$ cat src/rtl/ps2_mouse_rx_if.sv
// PS/2 mouse receiver bus: raw PS/2 lines in, paddle direction/speed and status out.
interface ps2_mouse_rx_if #(
  parameter int unsigned SPEED_W = 8
);
  logic               ps2_clk;
  logic               ps2_data;
  logic               paddle_dir;
  logic [SPEED_W-1:0] paddle_speed;
  logic               error_flag;
  logic               new_output_flag;

  modport master (
    output ps2_clk, ps2_data,
    input  paddle_dir, paddle_speed, error_flag, new_output_flag
  );

  modport slave (
    input  ps2_clk, ps2_data,
    output paddle_dir, paddle_speed, error_flag, new_output_flag
  );
endinterface

$ cat src/rtl/ps2_mouse_rx.sv
// PS/2 mouse packet receiver producing a saturated paddle direction/speed pair.
// Optional odd-parity checking is enabled by defining PS2_PARITY_CHECK_EN.
module ps2_mouse_rx #(
  parameter int unsigned PACKET_BYTES = 3,
  parameter int unsigned AXIS         = 1,
  parameter int unsigned SPEED_W      = 8,
  parameter int unsigned SPEED_SHIFT  = 0,
  parameter int unsigned FILTER_LEN   = 4,
  parameter int unsigned TIMEOUT_CYC  = 50000
) (
  input logic           clk_25MHz,
  input logic           reset,
  ps2_mouse_rx_if.slave bus
);

  localparam int unsigned FLT_W = (FILTER_LEN > 1) ? $clog2(FILTER_LEN) : 1;
  localparam int unsigned WD_W  = $clog2(TIMEOUT_CYC + 1);

  localparam logic [1:0] IDLE   = 2'd0;
  localparam logic [1:0] DATA   = 2'd1;
  localparam logic [1:0] PARITY = 2'd2;
  localparam logic [1:0] STOP   = 2'd3;

  localparam logic [1:0] LAST_IDX = 2'(PACKET_BYTES - 1);
  localparam logic [1:0] AXIS_IDX = (AXIS == 0) ? 2'd1 : 2'd2;
  localparam logic [9:0] SPD_MAX  = 10'((1 << SPEED_W) - 1);

  // Line conditioning: index 0 = ps2_clk, index 1 = ps2_data
  logic [1:0]       sync1_q, sync2_q, filt_q, filt_d;
  logic [FLT_W-1:0] fcnt_q [2];
  logic [FLT_W-1:0] fcnt_d [2];
  logic             clk_prev_q;

  logic [1:0]         state_q, state_d;
  logic [2:0]         bit_cnt_q, bit_cnt_d;
  logic [7:0]         shift_q, shift_d;
  logic [1:0]         idx_q, idx_d;
  logic [3:0]         hdr_q, hdr_d;
  logic [7:0]         axis_q, axis_d;
  logic [WD_W-1:0]    wd_q, wd_d;
  logic               dir_q, dir_d;
  logic [SPEED_W-1:0] speed_q, speed_d;
  logic               err_q, err_d;
  logic               pulse_q, pulse_d;
`ifdef PS2_PARITY_CHECK_EN
  logic               par_q, par_d;
`endif

  logic       bit_ev_c, data_c, abort_c, word_done_c, sign_c, ovf_c;
  logic [7:0] axis_byte_c;
  logic [8:0] delta_c, mag_c;
  logic [9:0] shr_c, speed_c;

  always_ff @(posedge clk_25MHz or posedge reset) begin
    if (reset) begin
      sync1_q    <= 2'b11;
      sync2_q    <= 2'b11;
      filt_q     <= 2'b11;
      fcnt_q[0]  <= '0;
      fcnt_q[1]  <= '0;
      clk_prev_q <= 1'b1;
      state_q    <= IDLE;
      bit_cnt_q  <= '0;
      shift_q    <= '0;
      idx_q      <= '0;
      hdr_q      <= '0;
      axis_q     <= '0;
      wd_q       <= '0;
      dir_q      <= 1'b0;
      speed_q    <= '0;
      err_q      <= 1'b0;
      pulse_q    <= 1'b0;
`ifdef PS2_PARITY_CHECK_EN
      par_q      <= 1'b0;
`endif
    end else begin
      sync1_q    <= {bus.ps2_data, bus.ps2_clk};
      sync2_q    <= sync1_q;
      filt_q     <= filt_d;
      fcnt_q[0]  <= fcnt_d[0];
      fcnt_q[1]  <= fcnt_d[1];
      clk_prev_q <= filt_q[0];
      state_q    <= state_d;
      bit_cnt_q  <= bit_cnt_d;
      shift_q    <= shift_d;
      idx_q      <= idx_d;
      hdr_q      <= hdr_d;
      axis_q     <= axis_d;
      wd_q       <= wd_d;
      dir_q      <= dir_d;
      speed_q    <= speed_d;
      err_q      <= err_d;
      pulse_q    <= pulse_d;
`ifdef PS2_PARITY_CHECK_EN
      par_q      <= par_d;
`endif
    end
  end

  // Stability filter: a line must disagree for FILTER_LEN cycles before it is accepted
  always_comb begin
    filt_d = filt_q;
    for (int i = 0; i < 2; i++) begin
      fcnt_d[i] = '0;
      if (sync2_q[i] != filt_q[i]) begin
        if (fcnt_q[i] == FLT_W'(FILTER_LEN - 1)) filt_d[i] = sync2_q[i];
        else fcnt_d[i] = FLT_W'(fcnt_q[i] + 1'b1);
      end
    end
  end

  // Paddle arithmetic from the stored header and the selected axis byte
  always_comb begin
    sign_c      = (AXIS == 0) ? hdr_q[0] : hdr_q[1];
    ovf_c       = (AXIS == 0) ? hdr_q[2] : hdr_q[3];
    axis_byte_c = (AXIS_IDX == LAST_IDX) ? shift_q : axis_q;
    delta_c     = {sign_c, axis_byte_c};
    mag_c       = sign_c ? 9'(~delta_c + 9'd1) : delta_c;
    shr_c       = {1'b0, mag_c} >> SPEED_SHIFT;
    speed_c     = (ovf_c || (shr_c > SPD_MAX)) ? SPD_MAX : shr_c;
  end

  always_comb begin
    state_d     = state_q;
    bit_cnt_d   = bit_cnt_q;
    shift_d     = shift_q;
    idx_d       = idx_q;
    hdr_d       = hdr_q;
    axis_d      = axis_q;
    wd_d        = wd_q;
    dir_d       = dir_q;
    speed_d     = speed_q;
    err_d       = err_q;
    pulse_d     = 1'b0;
`ifdef PS2_PARITY_CHECK_EN
    par_d       = par_q;
`endif
    abort_c     = 1'b0;
    word_done_c = 1'b0;
    bit_ev_c    = clk_prev_q & ~filt_q[0];
    data_c      = filt_q[1];

    if (bit_ev_c) begin
      wd_d = '0;
      case (state_q)
        IDLE: begin
          if (!data_c) begin
            state_d   = DATA;
            bit_cnt_d = '0;
          end else begin
            abort_c = 1'b1;
          end
        end
        DATA: begin
          shift_d   = {data_c, shift_q[7:1]};
          bit_cnt_d = 3'(bit_cnt_q + 3'd1);
          if (bit_cnt_q == 3'd7) state_d = PARITY;
        end
        PARITY: begin
`ifdef PS2_PARITY_CHECK_EN
          par_d = data_c;
`endif
          state_d = STOP;
        end
        default: begin
          if (!data_c) abort_c = 1'b1;
`ifdef PS2_PARITY_CHECK_EN
          else if (!(^{par_q, shift_q})) abort_c = 1'b1;
`endif
          else if ((idx_q == 2'd0) && !shift_q[3]) abort_c = 1'b1;
          else word_done_c = 1'b1;
        end
      endcase
    end else if ((state_q != IDLE) || (idx_q != 2'd0)) begin
      if (wd_q == WD_W'(TIMEOUT_CYC - 1)) abort_c = 1'b1;
      else wd_d = WD_W'(wd_q + 1'b1);
    end

    if (word_done_c) begin
      state_d = IDLE;
      if (idx_q == 2'd0) hdr_d = shift_q[7:4];
      if (idx_q == AXIS_IDX) axis_d = shift_q;
      if (idx_q == LAST_IDX) begin
        idx_d   = '0;
        pulse_d = 1'b1;
        err_d   = 1'b0;
        dir_d   = sign_c;
        speed_d = SPEED_W'(speed_c);
      end else begin
        idx_d = 2'(idx_q + 2'd1);
      end
    end

    if (abort_c) begin
      state_d = IDLE;
      idx_d   = '0;
      wd_d    = '0;
      err_d   = 1'b1;
    end
  end

  assign bus.paddle_dir      = dir_q;
  assign bus.paddle_speed    = speed_q;
  assign bus.error_flag      = err_q;
  assign bus.new_output_flag = pulse_q;

endmodule

$ cat src/flat_wrapper.sv
// flat-port wrapper written by rule: the top's interface ports become plain ports
module ps2_mouse_rx_flat 
#(
  parameter int unsigned PACKET_BYTES = 3,
  parameter int unsigned AXIS         = 1,
  parameter int unsigned SPEED_W      = 8,
  parameter int unsigned SPEED_SHIFT  = 0,
  parameter int unsigned FILTER_LEN   = 4,
  parameter int unsigned TIMEOUT_CYC  = 50000
)
  (clk_25MHz, reset, bus_ps2_clk, bus_ps2_data, bus_paddle_dir, bus_paddle_speed, bus_error_flag, bus_new_output_flag);
  ps2_mouse_rx_if #(.SPEED_W(SPEED_W)) bus_i ();
  input logic clk_25MHz;
  input logic reset;
  input wire logic [$bits(bus_i.ps2_clk)-1:0] bus_ps2_clk;
  input wire logic [$bits(bus_i.ps2_data)-1:0] bus_ps2_data;
  output wire logic [$bits(bus_i.paddle_dir)-1:0] bus_paddle_dir;
  output wire logic [$bits(bus_i.paddle_speed)-1:0] bus_paddle_speed;
  output wire logic [$bits(bus_i.error_flag)-1:0] bus_error_flag;
  output wire logic [$bits(bus_i.new_output_flag)-1:0] bus_new_output_flag;
  assign bus_i.ps2_clk = bus_ps2_clk;
  assign bus_i.ps2_data = bus_ps2_data;
  assign bus_paddle_dir = bus_i.paddle_dir;
  assign bus_paddle_speed = bus_i.paddle_speed;
  assign bus_error_flag = bus_i.error_flag;
  assign bus_new_output_flag = bus_i.new_output_flag;
  ps2_mouse_rx #(.PACKET_BYTES(PACKET_BYTES), .AXIS(AXIS), .SPEED_W(SPEED_W), .SPEED_SHIFT(SPEED_SHIFT), .FILTER_LEN(FILTER_LEN), .TIMEOUT_CYC(TIMEOUT_CYC)) u_core (.clk_25MHz(clk_25MHz), .reset(reset), .bus(bus_i));
endmodule
$ cat config.mk
export PLATFORM = sky130hd
export DESIGN_NAME = ps2_mouse_rx_flat
export DESIGN_NICKNAME = d
export VERILOG_FILES = /design/src/rtl/ps2_mouse_rx_if.sv /design/src/rtl/ps2_mouse_rx.sv /design/src/flat_wrapper.sv
export SDC_FILE = /design/constraint.sdc
export NUM_CORES = 1
export LEC_CHECK = 0
export ABC_AREA = 1
export CORE_MARGIN = 1
export CORE_UTILIZATION = 55
export DETAILED_ROUTE_END_ITERATION = 8
export GPL_ROUTABILITY_DRIVEN = 0
export PLACE_DENSITY = 0.81
export SETUP_SLACK_MARGIN = 0.4
export SLEW_MARGIN = 20
export SYNTH_ARGS = -nofsm -noshare
export SYNTH_HDL_FRONTEND = slang
export SYNTH_SLANG_ARGS = --single-unit
$ cat constraint.sdc
create_clock -name clk_25MHz -period 1.9 [get_ports clk_25MHz]
set_input_delay 0.38 -clock clk_25MHz [delete_from_list [all_inputs] [get_ports clk_25MHz]]
set_output_delay 0.38 -clock clk_25MHz [all_outputs]
set_load 0.005 [all_outputs]
==> Yosys cells after proc, flatten, opt, wreduce, memory -nomap -nowiden <==
Index checks and enable logic that the tools add are counted.
{ "word_totals": {"output_inout_bits": 11, "in_bits": 4, "memories": 0, "romBits": 0, "wordCells": 102, "latch_bits": 0, "ff_bits": 57, "ramBits": 0} }
{ "op_classes": {"n_eq_ne": 13, "n_mux": 37, "magnitude_cmp": 1, "n_bitwise": 3, "shifts": 0, "addsub": 6, "reduce_logical": 25, "n_mul": 0, "div": 0} }
{ "ops": {"columns": ["cell", "count"], "rows": [
  ["two-way mux 16 bit", 4],
  ["two-way mux 2 bit", 12],
  ["adder 16 x 1 -> 16 bit, second input constant", 1],
  ["equality test 16 bit, second input constant", 1],
  ["two-way mux 1 bit", 15],
  ["AND reduction 2 bit", 7],
  ["nonzero test 2 bit", 5],
  ["adder 9 x 1 -> 9 bit, second input constant", 1],
  ["greater-than comparator 9 x 8 -> 1 bit, second input constant", 1],
  ["two-way mux 9 bit", 1],
  ["inverter 9 bit", 1],
  ["equality test 2 bit, second input constant", 4],
  ["two-way mux 8 bit", 1],
  ["adder 2 x 1 -> 2 bit, second input constant", 3],
  ["case mux 2 bit (3 select lines)", 1],
  ["case mux 3 bit (2 select lines)", 1],
  ["nonzero test 3 bit", 2],
  ["nonzero test 5 bit", 1],
  ["zero test 2 bit", 2],
  ["!= test 4 x 1 -> 1 bit, second input constant", 1],
  ["!= test 4 bit, second input constant", 1],
  ["AND reduction 4 bit", 1],
  ["adder 3 x 1 -> 3 bit, second input constant", 1],
  ["equality test 3 bit, second input constant", 1],
  ["14 further kinds", 16]
]} }

==> Logic depth before layout (Yosys ltp) <==
{ "depth": {"depth_word": 8, "depth_mapped": 13, "mapped_depth_nobuf": 13} }

==> Worst setup path before layout <==
OpenSTA, ideal clock, no wires.
{ "synth_path": {"path_type": "reg-to-reg", "from": "register u_core.state_q[0]", "to": "register u_core.state_q[0]", "arrival_ps": 1388, "period_less_slack_ps": 1505, "n_path_buf": 0, "t_required_ps": 1783, "setup_ps": 117, "path_slack_ps": 395, "stages_incl_launch_ff": 13, "cell_sequence": "dfrtp_1 inv_1 ha_1 nand2_1 inv_1 nor2_2 nand2_1 nand2_1 inv_2 nand2_2 nand3_2 nand3_1 nand2_1"} }
{ "synth_via": {"elab_chain_cells": 6, "elab_cells_between_ends": 21} }
{ "synth_rtl": {"columns": ["item", "line_no", "rtl"], "rows": [
  ["from (decl)", "ps2_mouse_rx.sv:34", "logic [1:0] state_q, state_d;"],
  ["from (signal assigned)", "ps2_mouse_rx.sv:83", "state_q <= state_d;"],
  ["equality test 2 x 1 -> 1 bit, or another cell as far along", "ps2_mouse_rx.sv:145", "case (state_q)"],
  ["OR reduction 2 bit (no source line), or another cell as far along", null, null],
  ["case mux 1 bit (2 select lines), or another cell as far along", "ps2_mouse_rx.sv:145", null],
  ["two-way mux 1 bit", "ps2_mouse_rx.sv:143", "if (bit_ev_c) begin"],
  ["!= test 4 x 1 -> 1 bit (no source line), or another cell as far along", null, null],
  ["AND reduction 4 bit (no source line) / two-way mux 2 bit (equally long branches)", null, null]
]} }
Several ways; a longest one is shown, not always the timed one. The select of a mux whose other input is x is not followed.
A chain may end at the register's enable or synchronous reset.

==> Worst setup path after layout <==
{ "layout_path": {"from": "register u_core.wd_q[7]", "to": "register u_core.state_q[1]"} }
{ "layout_via": {"elab_chain_cells": 6, "elab_cells_between_ends": 10} }
{ "layout_rtl": {"columns": ["item", "line_no", "rtl"], "rows": [
  ["from (decl)", "ps2_mouse_rx.sv:40", "logic [WD_W-1:0] wd_q, wd_d;"],
  ["from (signal assigned)", "ps2_mouse_rx.sv:89", "wd_q <= wd_d;"],
  ["equality test 16 bit *", "ps2_mouse_rx.sv:175", "if (wd_q == WD_W'(TIMEOUT_CYC - 1)) abort_c = 1'b1;"],
  ["two-way mux 1 bit *", "ps2_mouse_rx.sv:175", null],
  ["two-way mux 1 bit *", "ps2_mouse_rx.sv:174", "end else if ((state_q != IDLE) || (idx_q != 2'd0)) begin"],
  ["two-way mux 1 bit *", "ps2_mouse_rx.sv:143", null],
  ["!= test 4 x 1 -> 1 bit (no source line), or another cell as far along", null, null],
  ["AND reduction 4 bit (no source line)", null, null]
]} }
Every way passes the cells marked *; elsewhere a longest branch is shown, timed or not.

==> reports/results.txt <==
The flow ran to the end, and the final reports show no timing, DRC or antenna violations. Timing analysis after detailed placement gives a worst setup slack of 0.232 ns. The first global-routing pass estimated 9.09 mm of wire. The type of the worst setup path is reg2reg. The later pin in the worst-skew pair is clocked with a latency of 0.31 ns.

The run gives 321 as the count of fill cells added during filler insertion. By instance count, the leading cell after synthesis is sky130_fd_sc_hd__nand2_1. The maximum net fanout on the critical path came out at 7. The required time of the critical path is 2.11 ns. H-tree depth reported by CTS: 2. The worst setup path is captured at a flip-flop. The power density over cell area was 1150 nW/um^2.

The global-route usage over all layers was 0.223. Across the VDD grid, the largest voltage drop is 0.746 mV. The worst path meets setup with 0.273 ns of slack. The root buffer selected by CTS is sky130_fd_sc_hd__clkbuf_8.

The slowest stage of the critical path belongs to the cell sky130_fd_sc_hd__dfrtp_1. The kind of cell with the highest combined delay on the critical path was simple AND/OR/NAND/NOR gates. Once placement finished, the instance area stood at 3040 um^2. Number of failing hold endpoints at the final stage: 0. TritonCTS built the clock tree. Counting flops with a built-in enable in the synthesized netlist gives 0. The routed wire length was 6.65 mm; the die height was 73.5 um.

The row count was 25. In this run, synthesis produced a sequential element count of 55. For the fraction of the yosys area taken by sequential cells, the log shows 0.492. The final number of max-transition violations is 0, and the total congestion overflow is 0. The total area inside the core boundary comes to 4820 um^2. In the routed design, unresolved DRC markers number 0. During I/O placement, the number of pins put on the boundary was 15. The run gives 0.584 as the starting utilization of the core area. The final HPWL from detailed placement is 3.76 mm. Layout cell share with drive strength beyond 1: 0.333.

Across the whole layout, storage elements account for 1390 um^2. The clock-pin slew on the worst setup and hold paths was 0.10 ns; the number of antenna violations at the first check in global routing was 0. The synthesized design spends more area on one cell type than any other, namely sky130_fd_sc_hd__dfrtp_1. The logs give 0 ns for the setup total negative slack and 2081 for the number of global-route vias before repair.

Setup repair after global routing could not meet its margin everywhere. The detail route stage leaves a number of antenna-violating nets equal to 0. The path class of the tightest hold or removal check is reg2reg.

The most used flip-flop cell after synthesis is sky130_fd_sc_hd__dfrtp_1. Worst hold margin: 0.364 ns. The final period utilization was 0.856; the leakage power summed over all cells was 1.70 nW. Sorting the synthesized cells by how often they occur yields 62 x sky130_fd_sc_hd__nand2_1, 48 x sky130_fd_sc_hd__dfrtp_1, 31 x sky130_fd_sc_hd__inv_1.

The mean instance size in the synthesized netlist was 8.90 um^2; the synthesis warning total was 0. The longest individual stage delay on the worst path is 0.44 ns. By area the synthesized netlist is led by sky130_fd_sc_hd__dfrtp_1 43%, sky130_fd_sc_hd__nand2_1 8.3%, sky130_fd_sc_hd__dfstp_2 6.5%. Subtracting the final worst setup slack from the clock period gives 1.63 ns. The die covers 5400 um^2. Entering global routing, the biggest net connects 35 pins. Data on the critical path arrives at its endpoint at 1.84 ns. The startpoint type of the worst setup path is a flip-flop. Synthesis produced a netlist whose cell count is 316. The first routing iteration left 303 violations.

For the final number of setup-violating endpoints, the log shows 0. In the final routed layout, each cell accounts on average for 15.4 um. No sink is reached through more buffers than the 2 on the longest clock path.

After the last flow step, the layout net total stands at 378. After routing the design area is 3610 um^2. Via count normalized by instance count: 5.56. The tools report the area used by multi-input combinational logic as 1440 um^2. The clock arrives with 0.0105 ns of skew. In this run the cell area of the synthesized design comes to 2810 um^2. The run gives 0 as the number of max-capacitance violations reported. The tools report the number of detailed-routing iterations run before antenna repair as 5. Count of input and output buffers: 14. The area growth from synthesis to layout is 28.2%. The number of antenna diodes in the final layout is 0.

For the pin with the worst max-slew slack, the measured transition is 0.493 ns. The run gives 615 MHz as the maximum clock frequency. For this design, the sink count on the clock tree is 55. The most numerous cell type found on the critical path is sky130_fd_sc_hd__nand2_1. Async set-reset flop share out of synthesis: 1.00.

Walking the worst path, the cells encountered are nor2_1, nand3_1, nor2_2, nand3_2, nand2_4, inv_4, nor2_4, nand2_2, nand2_1, nand2_1. The number of nets handed over by synthesis was 329. In this run the horizontal extent of the chip is 73.5 um.

The total via count in the routed design is 2408, and the number of buffers added by the clock tree synthesis step is 5. Tightest slew margin relative to the limit: 0.670. Buffer and inverter count on the worst path: 1. The top cell type's share of synthesized area was 0.427; the number of library cell types mapped by synthesis was 36.
-- worst paths after layout --
kind	end	slack, ns	start	depth (start not counted)
setup / recovery	u_core.state_q[1]$_DFFE_PP0P_	0.27	u_core.wd_q[7]$_DFFE_PP0P_	10
hold / removal	u_core.sync2_q[0]$_DFF_PP1_	0.36	u_core.sync1_q[0]$_DFF_PP1_	0
setup reg to reg	u_core.state_q[1]$_DFFE_PP0P_	0.27	u_core.wd_q[7]$_DFFE_PP0P_	10
hold reg to reg	u_core.sync2_q[0]$_DFF_PP1_	0.36	u_core.sync1_q[0]$_DFF_PP1_	0
max in group asynchronous	u_core.wd_q[9]$_DFFE_PP0P_	0.94	reset	3
min in group asynchronous	u_core.fcnt_q[0]$_DFF_PP0_	0.44	reset	2
-- flip-flops by register name, indices dropped and copies added (netlist names), 3 cells and up --
name,cells
u_core.bit_cnt_q,3
u_core.wd_q,16
u_core.axis_byte_c,8
u_core.fcnt_q,4
u_core.bus.paddle_speed,8
-- kinds of logic after synthesis --
group / after synthesis / synth area share
simple gates: 144 / 0.266
xor+xnor: 8 / 0.0249
fa+ha+maj: 9 / 0.0400
compound gates: 52 / 0.103
flops: 55 / 0.492
buf+inv: 48 / 0.0743
-- worst reg2reg max path: stages, from the launching register on --
cell and delay, ns:
sky130_fd_sc_hd__dfrtp_1 0.44, sky130_fd_sc_hd__nor2_1 0.15, sky130_fd_sc_hd__nand3_1 0.12, sky130_fd_sc_hd__nor2_2 0.16, sky130_fd_sc_hd__nand3_2 0.10, sky130_fd_sc_hd__nand2_4 0.12
sky130_fd_sc_hd__inv_4 0.08, sky130_fd_sc_hd__nor2_4 0.15, sky130_fd_sc_hd__nand2_2 0.08, sky130_fd_sc_hd__nand2_1 0.08, sky130_fd_sc_hd__nand2_1 0.05
-- cell usage in the layout, fill, tap and decap left out, types with 2 or more instances in the layout --
cell / instances
sky130_fd_sc_hd__nand2_1: 57
sky130_fd_sc_hd__nor2_1: 20
sky130_fd_sc_hd__nor2_2: 2
sky130_fd_sc_hd__a21oi_1: 10
sky130_fd_sc_hd__nor2_4: 9
sky130_fd_sc_hd__clkdlybuf4s50_1: 3
sky130_fd_sc_hd__o21ai_0: 21
sky130_fd_sc_hd__xnor2_1: 2
sky130_fd_sc_hd__ha_1: 6
sky130_fd_sc_hd__o21ai_2: 6
sky130_fd_sc_hd__nand3_1: 17
sky130_fd_sc_hd__nand4_1: 6
sky130_fd_sc_hd__dlygate4sd2_1: 11
sky130_fd_sc_hd__o21ai_1: 4
sky130_fd_sc_hd__a31oi_1: 3
sky130_fd_sc_hd__nand3_2: 2
sky130_fd_sc_hd__a2bb2oi_2: 4
sky130_fd_sc_hd__nand3_4: 2
sky130_fd_sc_hd__clkbuf_8: 5
sky130_fd_sc_hd__dfrtp_2: 3
sky130_fd_sc_hd__dfrtp_1: 45
sky130_fd_sc_hd__nand2_4: 6
sky130_fd_sc_hd__inv_2: 12
sky130_fd_sc_hd__dfstp_2: 7
sky130_fd_sc_hd__ha_4: 2
sky130_fd_sc_hd__inv_1: 26
sky130_fd_sc_hd__buf_4: 27
sky130_fd_sc_hd__nand2_2: 10
sky130_fd_sc_hd__xor2_1: 6
sky130_fd_sc_hd__nor3_2: 5
sky130_fd_sc_hd__inv_4: 3
sky130_fd_sc_hd__bufinv_16: 2
sky130_fd_sc_hd__nor3_1: 4
-- layout make-up --
cell class / instances / share of cell area
Sequential cell: 55 / 0.385
Timing Repair Buffer: 44 / 0.104
Clock inverter: 2 / 0.0166
Inverter: 44 / 0.0510
Timing Repair inverter: 1 / 0.00173
Tap cell: 67 / 0.0232
Clock buffer: 6 / 0.0201
Multi-Input combinational cell: 214 / 0.398
-- per-layer routing --
layer  GRT usage  wire length [um]  up-vias
met1       0.304              2950     1134
met2       0.344              3120      115
met4      0.0962               173        0
met5           0                 0        -
li1            -                 -     1139
met3      0.0480               403       20
-- power breakdown --
group          total, mW  internal, mW  switching, mW
clock              0.894         0.526          0.368
combinational       1.72         0.670           1.05
sequential          1.55          1.38          0.169
-- metrics by stage --
| step | cells | power [mW] | util |
|---|---|---|---|
| detailed placement | 395 | 2.73 | 0.631 |
| floorplan | 316 | 2.52 | - |
| global placement | 395 | 2.67 | 0.631 |
| finish | 433 | 4.16 | 0.749 |
| global route | 433 | 4.36 | 0.749 |
| CTS | 420 | 3.84 | 0.690 |
-- repair_timing --
| item | 4_1_cts | 5_1_grt |
|---|---|---|
| gates resized for setup | 21 | 51 |
| setup buffers | 17 | 11 |
| pin swaps | 5 | 11 |
| setup endpoints to repair | 32 | 36 |
| cloned | 0 | 2 |
| hold buffers | 0 | 0 |
Note: power is estimated with default switching activity, not from simulation.
